[config.mk]
export PLATFORM = sky130hd
export DESIGN_NAME = int_multiplier_seq
export DESIGN_NICKNAME = d
export VERILOG_FILES = /design/src/rtl/int_multiplier_seq.sv
export SDC_FILE = /design/constraint.sdc
export NUM_CORES = 1
export LEC_CHECK = 0
export CELL_PAD_IN_SITES_DETAIL_PLACEMENT = 0
export CELL_PAD_IN_SITES_GLOBAL_PLACEMENT = 1
export CORE_UTILIZATION = 38
export DETAILED_ROUTE_END_ITERATION = 12
export PLACE_DENSITY_LB_ADDON = 0.12
export SLEW_MARGIN = 30
export SYNTH_ARGS = -nofsm -noshare
export SYNTH_HDL_FRONTEND = slang
export SYNTH_SLANG_ARGS = --single-unit
[constraint.sdc]
create_clock -name clk -period 3.3 [get_ports clk]
set_input_delay 0.33 -clock clk [delete_from_list [all_inputs] [get_ports clk]]
set_output_delay 0.33 -clock clk [all_outputs]
set_load 0.05 [all_outputs]
[src/rtl/int_multiplier_seq.sv]
// Sequential radix-2 shift-add multiplier: WIDTH x WIDTH -> 2*WIDTH bits in WIDTH cycles.
// Optional two's-complement mode when SIGNED_MUL_EN is defined (adds the Signed_Op port).
module int_multiplier_seq #(
  parameter int WIDTH = 32
) (
  input  logic             clk,
  input  logic             rst_n,
  input  logic             Start,
  input  logic [WIDTH-1:0] A,
  input  logic [WIDTH-1:0] B,
`ifdef SIGNED_MUL_EN
  input  logic             Signed_Op,
`endif
  output logic             Busy,
  output logic             Done,
  output logic [WIDTH-1:0] Product_Hi,
  output logic [WIDTH-1:0] Product_Lo
);

  localparam int CW = $clog2(WIDTH + 1);

  typedef enum logic {
    IDLE,
    CALC
  } state_t;

  state_t           state_q;
  logic [WIDTH-1:0] mcand_q;
  logic [WIDTH-1:0] acc_hi_q;
  logic [WIDTH-1:0] acc_lo_q;
  logic [CW-1:0]    count_q;
  logic             busy_q;
  logic             done_q;
  logic [WIDTH-1:0] prod_hi_q;
  logic [WIDTH-1:0] prod_lo_q;
`ifdef SIGNED_MUL_EN
  logic             sign_q;
`endif

  logic [WIDTH:0]     sum_d;
  logic [2*WIDTH:0]   shifted_d;
  logic [WIDTH-1:0]   acc_hi_d;
  logic [WIDTH-1:0]   acc_lo_d;
  logic [2*WIDTH-1:0] result_d;
  logic [WIDTH-1:0]   opa_d;
  logic [WIDTH-1:0]   opb_d;
  logic               sign_d;
  logic               last_d;

  // The carry out of the add lands in the top bit and is shifted straight into
  // acc_hi, so it never needs to persist across cycles.
  always_comb begin
    sum_d = {1'b0, acc_hi_q};
    if (acc_lo_q[0]) begin
      sum_d = {1'b0, acc_hi_q} + {1'b0, mcand_q};
    end
    shifted_d = {sum_d, acc_lo_q} >> 1;
    acc_hi_d  = shifted_d[2*WIDTH-1:WIDTH];
    acc_lo_d  = shifted_d[WIDTH-1:0];
    result_d  = shifted_d[2*WIDTH-1:0];
`ifdef SIGNED_MUL_EN
    if (sign_q) begin
      result_d = '0 - shifted_d[2*WIDTH-1:0];
    end
`endif
    last_d = (count_q == CW'(WIDTH - 1));
  end

  always_comb begin
    opa_d  = A;
    opb_d  = B;
    sign_d = 1'b0;
`ifdef SIGNED_MUL_EN
    if (Signed_Op) begin
      if (A[WIDTH-1]) opa_d = '0 - A;
      if (B[WIDTH-1]) opb_d = '0 - B;
      sign_d = A[WIDTH-1] ^ B[WIDTH-1];
    end
`endif
  end

  always_ff @(posedge clk or negedge rst_n) begin
    if (!rst_n) begin
      state_q   <= IDLE;
      mcand_q   <= '0;
      acc_hi_q  <= '0;
      acc_lo_q  <= '0;
      count_q   <= '0;
      busy_q    <= 1'b0;
      done_q    <= 1'b0;
      prod_hi_q <= '0;
      prod_lo_q <= '0;
`ifdef SIGNED_MUL_EN
      sign_q    <= 1'b0;
`endif
    end else begin
      case (state_q)
        IDLE: begin
          done_q <= 1'b0;
          if (Start) begin
            mcand_q  <= opa_d;
            acc_hi_q <= '0;
            acc_lo_q <= opb_d;
            count_q  <= '0;
            busy_q   <= 1'b1;
            state_q  <= CALC;
`ifdef SIGNED_MUL_EN
            sign_q   <= sign_d;
`endif
          end
        end
        CALC: begin
          acc_hi_q <= acc_hi_d;
          acc_lo_q <= acc_lo_d;
          count_q  <= count_q + 1'b1;
          done_q   <= last_d;
          if (last_d) begin
            prod_hi_q <= result_d[2*WIDTH-1:WIDTH];
            prod_lo_q <= result_d[WIDTH-1:0];
            busy_q    <= 1'b0;
            state_q   <= IDLE;
          end
        end
        default: state_q <= IDLE;
      endcase
    end
  end

  // sign_d is only consumed in the signed build
  logic unused_sign;
  assign unused_sign = sign_d;

  assign Busy       = busy_q;
  assign Done       = done_q;
  assign Product_Hi = prod_hi_q;
  assign Product_Lo = prod_lo_q;

endmodule
==> metrics <==
clock skew 0.0205 ns; initial antenna violation count 0; fmax 0.333 GHz; number of flops mapped to enable cells by yosys 0; CP startpoint acc_hi_q[0]$_DFFE_PN0P_; setup TNS 0 ns; Worst Tran Pin Value 0.852 ns; Mapped Nets 1053; Worst setup EP type flip-flop; Max Slew Vio Count 0; wire per inst ~17 um; Die Wd 153 um; Gate power share 0.561; Slew headroom 0.432; final net count 1168; count of different cell masters after synthesis just under 60; CTS max path bufs 2; CTS Buf Count 17; grt ovf 0; H-tree depth 4; area added between synthesis and finish 25.5%; setup slack after placement 0.238 ns; Seq cells post-synth about 170; critical path class reg2reg; final hold violation count 0; TritonRoute pass-1 iters 4; syn avg cell area 9.15 sq um; Clock power frac 0.152; Internal Power 7020 uW; IO Count 133; layout cells sized above 1 0.0741; CTS sink cnt about 170; Sw Share 0.464; Reg power frac 0.288; Final HPWL DP ~16000 um; postcts setup bufs 0; critical path startpoint category flip-flop; RSZ-0062 raised after global routing false; crit-path max FO 6; CTS tree done; die area 0.0235 sq mm; iteration-0 DRC count of the detailed router 293; max cap viols 0; Rows 55; n_diodes 0; routed via count ~7000; Synth warnings 0; Final GP Congestion 0.878; peak supply drop 0.496 mV; async set-reset flop share out of synthesis 1.00; path type of the worst min-delay path in2reg; GRT Resource Usage Total 0.209; Initial Util 0.386; Remaining DRCs 0; Setup violations, final 0; clock period minus worst slack about 3.0 ns; Final WS setup between 0.3 and 0.4 ns; most frequent cells in the layout nand2_1 (300), dfrtp_1 (168), clkdlybuf4s50_1 (130); Final Cycle Share 0.909; IO buf count 132; post-route ant nets 0; largest net degree at the start of global routing 78; die height between 150 and 200 um; WP data required 3.61 ns; Synth Flop Type dfrtp_1; status completed; post-synthesis sequential area ratio 0.485; latest clock arrival within the worst-skew pair approximately 0.44 ns; Pwr Density 1200 mW/mm^2; vias in the first global route 7004; Min Hold Slack 0.418 ns; vias per cell 5.13; Leakage Power 0.00520 uW; worst endpoint data arrival time 3.31 ns; root buf cell clkbuf_16; Reg-to-Reg Start acc_hi_q[0]$_DFFE_PN0P_; hold_sp A[3]; cell area after synthesis approximately 0.0087 sq mm; drt total wl between 20000 and 25000 um; Psw 6080 uW; Gate Count Post-Synth 952; Core Area 0.0226 sq mm; Clock transition at path regs 0.08 ns; commonest non-fill, non-tap cell in the layout nand2_1; first-pass GRT wire length 38500 um
## worst paths after layout
path,endpoint,slack [ns],depth (start not counted)
max,Product_Hi[29]$_DFFE_PN0P_,0.30,10
min,mcand_q[3]$_DFFE_PN0P_,0.42,3
max reg2reg,Product_Hi[29]$_DFFE_PN0P_,0.30,10
min reg2reg,Product_Lo[28]$_DFFE_PN0P_,0.48,2
max in group asynchronous,mcand_q[23]$_DFFE_PN0P_,2.00,3
min in group asynchronous,Product_Hi[10]$_DFFE_PN0P_,0.44,2
## routing by layer
layer | GRT usage | part of all wire | vias up
met4 | 0.0571 | 0.012 | 0
met1 | 0.291 | 0.48 | 3323
met5 | 0 | 0 | -
met3 | 0.0459 | 0.050 | 19
met2 | 0.327 | 0.45 | 152
li1 | - | - | 3511
## registers in the layout (all words and copies together) (netlist names)
register / cells
Done: 1
state_q: 1
Product_Hi: 32
mcand_q: 32
Product_Lo: 32
acc_hi_q: 32
acc_lo_q: 32
Busy: 1
count_q: 6
## logic make-up after synthesis
kind of cell,count (synthesis),share of synthesized area
and+or+nand+nor,382,0.179
AOI/OAI and AO/OA,208,0.149
DFF,169,0.485
muxes,67,0.0806
buffers and inverters,64,0.0276
adders and majority gates,34,0.0497
xor gates and xnor gates,28,0.0282
## stage by stage
step                cell area, sq um  power [uW]  instances  utilization
floorplan                       8710        9060        952            -
global placement               10300       11100       1332        0.458
detailed placement             10300       11100       1332        0.458
CTS                            10900       13200       1365        0.484
global route                   10900       14100       1365        0.484
finish                         10900       13100       1365        0.484
## power groups by stage
stage,combinational (uW),clock [uW],sequential [uW]
2_1_floorplan,4310,0,4740
3_3_place_gp,7330,0,3800
3_5_place_dp,7350,0,3790
4_1_cts,7380,2040,3780
5_1_grt,8090,2130,3920
6_report,7350,1990,3770
## critical path, stage by stage, from the launching register on
cell and delay, ns:
dfrtp_1 0.40, ha_1 0.21, fa_1 0.43, a211oi_1 0.34, o21ai_1 0.17, nand4_1 0.17
a31oi_2 0.24, a21oi_1 0.30, xnor2_1 0.09, mux2_2 0.27, mux2_2 0.26
## cell usage after synthesis (all sizes together) (8+ instances only)
master | instances | area (sq um)
clkbuf | 46 | 173
nand2 | 300 | 1130
and3 | 10 | 62.6
ha | 33 | 413
mux2 | 19 | 221
xnor2 | 22 | 193
a31o | 8 | 70.1
a21o | 20 | 150
mux2i | 48 | 480
nand3 | 20 | 100
a21oi | 41 | 205
o21ai | 78 | 390
o22ai | 9 | 56.3
inv | 10 | 37.5
nor2 | 25 | 93.8
dfrtp | 169 | 4230
## repair_timing
| item | CTS | global route |
|---|---|---|
| hold buffers | 1 | 0 |
| resized for setup | 0 | 1 |
| hold endpoints to repair | 55 | 0 |
| setup endpoints to repair | 0 | 1 |
## cell type report
type | count | area, sq um
inverter | 11 | 41.3
multi-input combinational | 719 | 4260
clock buffer | 18 | 429
tap | 285 | 357
fill | 2198 | 11600
timing repair buffer | 149 | 1460
sequential | 169 | 4230
clock inverter | 14 | 151
Note: power is estimated with default switching activity, not from simulation.
